--- src/rtl/frog_controller.sv ---
// Frog player controller: switch synchronise/debounce, once-per-frame movement,
// and the IDLE/PLAY/DYING/OVER game state machine driving the pixel writer.
module frog_controller #(
  parameter int unsigned DEBOUNCE_CYCLES = 16,
  parameter int unsigned STEP_X          = 32,
  parameter int unsigned STEP_Y          = 40,
  parameter int unsigned START_X         = 304,
  parameter int unsigned START_Y         = 440,
  parameter int unsigned HOME_Y          = 40,
  parameter int unsigned MAX_X           = 608,
  parameter int unsigned DEATH_FRAMES    = 60
) (
  input  logic       clk,
  input  logic       rst,
  input  logic       sw1,
  input  logic       sw2,
  input  logic       sw3,
  input  logic       sw4,
  input  logic       sw5,
  input  logic       frame_tick,
  input  logic       car_hit,
  output logic [9:0] frog_x,
  output logic [8:0] frog_y,
  output logic [1:0] lives,
  output logic [7:0] score,
  output logic [1:0] game_state
);

  localparam int unsigned NSW    = 5;
  localparam int unsigned CNT_W  = (DEBOUNCE_CYCLES > 1) ? $clog2(DEBOUNCE_CYCLES) : 1;
  localparam int unsigned FCNT_W = (DEATH_FRAMES > 1) ? $clog2(DEATH_FRAMES) : 1;

  typedef enum logic [1:0] {
    S_IDLE  = 2'd0,
    S_PLAY  = 2'd1,
    S_DYING = 2'd2,
    S_OVER  = 2'd3
  } state_e;

  logic [NSW-1:0]   sw_raw;
  logic [NSW-1:0]   sync1_q, sync2_q;
  logic [NSW-1:0]   db_q, db_d;
  logic [NSW-1:0]   press_q, press_d;
  logic [CNT_W-1:0] db_cnt_q [NSW];
  logic [CNT_W-1:0] db_cnt_d [NSW];

  state_e            state_q, state_d;
  logic [9:0]        frog_x_q, frog_x_d;
  logic [8:0]        frog_y_q, frog_y_d;
  logic [1:0]        lives_q, lives_d;
  logic [7:0]        score_q, score_d;
  logic [3:0]        pend_q, pend_d;
  logic              hit_q, hit_d;
  logic [FCNT_W-1:0] fcnt_q, fcnt_d;
  logic [9:0]        mv_x;
  logic [8:0]        mv_y;

  assign sw_raw = {sw5, sw4, sw3, sw2, sw1};

  // Debouncer: accept a new level after DEBOUNCE_CYCLES consecutive differing samples.
  always_comb begin
    db_d = db_q;
    for (int i = 0; i < NSW; i++) begin
      db_cnt_d[i] = '0;
      if (sync2_q[i] != db_q[i]) begin
        if (db_cnt_q[i] == CNT_W'(DEBOUNCE_CYCLES - 1)) begin
          db_d[i] = sync2_q[i];
        end else begin
          db_cnt_d[i] = db_cnt_q[i] + CNT_W'(1);
        end
      end
    end
    press_d = db_d & ~db_q;
  end

  // Candidate move from the highest-priority pending request; illegal moves leave the frog put.
  always_comb begin
    mv_x = frog_x_q;
    mv_y = frog_y_q;
    if (pend_q[0]) begin
      if (frog_y_q >= 9'(STEP_Y)) mv_y = frog_y_q - 9'(STEP_Y);
    end else if (pend_q[1]) begin
      if ({1'b0, frog_y_q} + 10'(STEP_Y) <= 10'(START_Y)) mv_y = frog_y_q + 9'(STEP_Y);
    end else if (pend_q[2]) begin
      if (frog_x_q >= 10'(STEP_X)) mv_x = frog_x_q - 10'(STEP_X);
    end else if (pend_q[3]) begin
      if ({1'b0, frog_x_q} + 11'(STEP_X) <= 11'(MAX_X)) mv_x = frog_x_q + 10'(STEP_X);
    end
  end

  always_comb begin
    state_d  = state_q;
    frog_x_d = frog_x_q;
    frog_y_d = frog_y_q;
    lives_d  = lives_q;
    score_d  = score_q;
    fcnt_d   = fcnt_q;
    pend_d   = frame_tick ? press_q[3:0] : (pend_q | press_q[3:0]);
    hit_d    = frame_tick ? 1'b0 : (hit_q | (car_hit && state_q == S_PLAY));
    unique case (state_q)
      S_IDLE: begin
        if (press_q[4]) begin
          lives_d  = 2'd3;
          score_d  = '0;
          frog_x_d = 10'(START_X);
          frog_y_d = 9'(START_Y);
          state_d  = S_PLAY;
        end
      end
      S_PLAY: begin
        if (frame_tick) begin
          if (hit_q || car_hit) begin
            lives_d = lives_q - 2'd1;
            fcnt_d  = '0;
            state_d = S_DYING;
          end else if (mv_y == 9'(HOME_Y)) begin
            if (score_q != 8'hff) score_d = score_q + 8'd1;
            frog_x_d = 10'(START_X);
            frog_y_d = 9'(START_Y);
          end else begin
            frog_x_d = mv_x;
            frog_y_d = mv_y;
          end
        end
      end
      S_DYING: begin
        if (frame_tick) begin
          if (fcnt_q == FCNT_W'(DEATH_FRAMES - 1)) begin
            if (lives_q == 2'd0) begin
              state_d = S_OVER;
            end else begin
              frog_x_d = 10'(START_X);
              frog_y_d = 9'(START_Y);
              state_d  = S_PLAY;
            end
          end else begin
            fcnt_d = fcnt_q + FCNT_W'(1);
          end
        end
      end
      S_OVER: begin
        if (press_q[4]) begin
          frog_x_d = 10'(START_X);
          frog_y_d = 9'(START_Y);
          state_d  = S_IDLE;
        end
      end
      default: state_d = S_IDLE;
    endcase
  end

  always_ff @(posedge clk) begin
    if (rst) begin
      sync1_q  <= '0;
      sync2_q  <= '0;
      db_q     <= '0;
      press_q  <= '0;
      for (int i = 0; i < NSW; i++) db_cnt_q[i] <= '0;
      state_q  <= S_IDLE;
      frog_x_q <= 10'(START_X);
      frog_y_q <= 9'(START_Y);
      lives_q  <= 2'd3;
      score_q  <= '0;
      pend_q   <= '0;
      hit_q    <= 1'b0;
      fcnt_q   <= '0;
    end else begin
      sync1_q  <= sw_raw;
      sync2_q  <= sync1_q;
      db_q     <= db_d;
      press_q  <= press_d;
      for (int i = 0; i < NSW; i++) db_cnt_q[i] <= db_cnt_d[i];
      state_q  <= state_d;
      frog_x_q <= frog_x_d;
      frog_y_q <= frog_y_d;
      lives_q  <= lives_d;
      score_q  <= score_d;
      pend_q   <= pend_d;
      hit_q    <= hit_d;
      fcnt_q   <= fcnt_d;
    end
  end

  assign frog_x     = frog_x_q;
  assign frog_y     = frog_y_q;
  assign lives      = lives_q;
  assign score      = score_q;
  assign game_state = state_q;

endmodule

--- config.mk ---
export PLATFORM = sky130hd
export DESIGN_NAME = frog_controller
export DESIGN_NICKNAME = d
export VERILOG_FILES = /design/src/rtl/frog_controller.sv
export SDC_FILE = /design/constraint.sdc
export NUM_CORES = 1
export LEC_CHECK = 0
export BUFFER_PORTS_ARGS = -buffer_cell sky130_fd_sc_hd__buf_4
export CAP_MARGIN = 20
export CORE_UTILIZATION = 44
export CTS_BUF_LIST = sky130_fd_sc_hd__clkbuf_2 sky130_fd_sc_hd__clkbuf_4 sky130_fd_sc_hd__clkbuf_8
export DETAILED_ROUTE_END_ITERATION = 8
export PLACE_DENSITY = 0.61
export SLEW_MARGIN = 20
export SYNTH_ARGS = -nofsm -noshare
export SYNTH_HDL_FRONTEND = slang
export SYNTH_SLANG_ARGS = --single-unit
--- constraint.sdc ---
create_clock -name clk -period 3.35 [get_ports clk]
set_input_delay 0.1675 -clock clk [delete_from_list [all_inputs] [get_ports clk]]
set_output_delay 0.1675 -clock clk [all_outputs]
set_load 0.02 [all_outputs]
==> run summary <==
GRT overflow = 0
Wire length per cell = 13.5 µm
Top-count cell post-synth = dfxtp_1
Clock transition at path regs = 80 ps
RSZ-0062 raised after global routing = false
Reg-to-Reg End = frog_x[5]
Routed Antenna Nets = 0
Vias in the first global route = 2947
Io pins = 40
Utilization after layout = 52.4%
PostCTS Resize Cnt = 0
NetSw = 542 µW
EDFF count, synth = 0
Initial antenna violation count = 0
Final non-filler cell total = 595
Pwr/cell area = 449 nW/µm²
Startpoint types = flip-flop
DIE WIDTH = 96.0 µm
WP data required = 3590 ps
Post-Syn Instances = 458
Root buffer cell = clkbuf_8
Worst Setup End Kind = flip-flop
Yosys top cell area share = 38.7%
TritonCTS Buffers = 9
Via count = 3226
First-pass GRT wire length = 13600 µm
Ys async rst share = 0%
# DRC = 0
Via/cell ratio = 5.42
Min-delay src = frame_tick
Worst Hold Class = input port to flip-flop
Max rail drop VDD = 0.000256 V
Worst-Margin Slew = 861 ps
Setup tns final = 0 ps
Critical path type = flip-flop to flip-flop
FP Rows = 33
R2R setup slack = 410 ps
Yosys reg bits = 75
Chip height = 96.0 µm
Core area = 8380 µm²
Power share of the sequential group = 46.5%
Synth area leaders = dfxtp_1 (39%), ha_1 (6.1%), nor2_1 (5.0%)
Total Nets Final = 513
Max cap viols = 0
Synth area leader = dfxtp_1
Syn. warnings = 0
Count of final setup violators = 0
Cts hold-fix bufs = 0
Fin. max-slew vios = 0
Comb power frac = 13.5%
Drt first pass iters = 4
Clock latency on the worst-skew pair = 340 ps
Starting Density = 46.3%
Share of cells above drive strength 1 = 13.7%
Max Freq = 0.340 GHz
Port Buf Inserts = 32
Seq/Total Area, Yosys = 38.7%
Syn Area/Cell = 8.48 µm²
Clock Power Share = 40.1%
Crit share post-route = 87.7%
H-tree levels = 3
Hpwl dp = 5740 µm
Max Buffers Root-to-Sink = 2
Final min period = 2940 ps
Final Hold Vio Count = 0
Routability cong. = 0.883
Number of DRC markers in iteration 0 = 162
Gr usage total = 18.9%
Slew HR = 42.1%
Final worst slack = 412 ps
Most frequent cells after synthesis = dfxtp_1 (75), nor2_1 (52), nand2_1 (33)
Placed cells = 579
Worst Hold Slack = 17.7 ps
Area of the mapped netlist = 3880 µm²
Hold Path End = hit_q
Area grow syn2layout = 13.1%
Leak = 1.76 nW
FF-to-FF Start = frog_y[3]
Dominant synthesized flop cell = dfxtp_1
Clock Skew = 6.06 ps
CP max FO = 11
Pin count of the biggest net entering global routing = 47
Ant. Diodes = 0
Postcts setup bufs = 0
Reg2Reg Depth = 8
Dpl ws = 457 ps
Int Pwr = 1.43 mW
CTS tree = built
WL final = 8020 µm
Status = finished, final reports clean
Arrival @ worst endpoint = 3180 ps
Switch share = 27.5%
Hold path depth = 2
Clk sinks = 75
Die area = 9210 µm²
Yosys cell types = 64
-- cell type report --
class / instances / area (µm²)
tap: 105 / 131
inverter: 27 / 101
timing repair buffer: 37 / 278
multi-input combinational: 335 / 2150
fill: 797 / 3990
clock buffer: 10 / 131
sequential: 75 / 1500
clock inverter: 6 / 96.3
-- power groups by stage --
stage	logic, mW	registers [mW]	clock network [mW]
3_3_place_gp	0.261	0.938	0
4_1_cts	0.264	0.917	0.811
3_5_place_dp	0.263	0.938	0
5_1_grt	0.297	0.919	0.855
2_1_floorplan	0.188	0.942	0
6_report	0.266	0.917	0.790
-- state kept, by name, summed over array words and instances, names as in the netlist --
register and count:
db_cnt_q 20, db_q 5, fcnt_q 6, frog_x 6
frog_y 6, game_state 2, hit_q 1, lives 2
pend_q 4, press_q 5, score 8, sync1_q 5
sync2_q 5
-- cells by family (layout without fill, tap and decap cells) --
logic type | Yosys count | count (layout) | share of synthesized area, %
xor gates and xnor gates | 22 | 22 | 4.96
AOI/OAI and AO/OA | 92 | 92 | 16.8
other | 1 | 7 | 0.0966
adders and majority gates | 19 | 19 | 6.12
and+or+nand+nor | 183 | 183 | 23.7
DFF | 75 | 75 | 38.7
muxes | 12 | 12 | 3.13
buffers and inverters | 54 | 80 | 6.51
-- metrics by stage --
stage	cell area [µm²]	power, mW
finish	4390	1.97
floorplan	3910	1.13
global route	4390	2.07
global placement	4160	1.20
detailed placement	4160	1.20
CTS	4390	1.99
-- how the worst max path moves through the flow --
| stage | from | endpoint | slack, ps | cells past startpoint |
|---|---|---|---|---|
| finish | frog_y[3] | frog_x[5] | 410 | 8 |
| CTS | frog_y[3] | frog_x[5] | 440 | 8 |
| floorplan | frog_y[3] | score[2] | 650 | 9 |
| detailed placement | frog_y[3] | frog_x[5] | 460 | 8 |
| global placement | frog_y[3] | frog_x[5] | 570 | 8 |
| global route | frog_y[3] | frog_x[5] | 210 | 8 |
-- worst max-delay path, cell delays in order (launching register included) --
cell	delay [ps]
dfxtp_1	500
ha_1	370
xnor2_1	140
nor4b_2	440
nor3_1	180
mux2i_1	170
o2111a_1	400
a311o_1	380
mux2_2	260
-- cell usage in the layout, fill, tap and decap left out, types with 4 or more instances in the layout --
cell type,instances
xor2_1,7
nand3_1,18
o21ai_0,15
o2111ai_1,4
o31ai_1,4
nor3_1,19
xnor2_1,15
dfxtp_1,75
nand4_1,4
conb_1,7
inv_1,27
nor2b_1,12
nor2_1,52
a31oi_1,6
nor4_1,6
buf_4,37
or2_2,4
ha_1,19
nand2_1,33
and3_1,13
clkbuf_8,9
mux2i_1,11
o211ai_1,5
a21oi_1,19
-- metal layers --
metal / vias up / track usage, % / wire length [µm]
met3: 6 / 3.63 / 322
li1: 1676 / - / -
met2: 59 / 30.4 / 3700
met1: 1485 / 25.1 / 3930
met5: - / 0 / 0
met4: 0 / 7.09 / 65
Note: power is estimated with default switching activity, not from simulation.
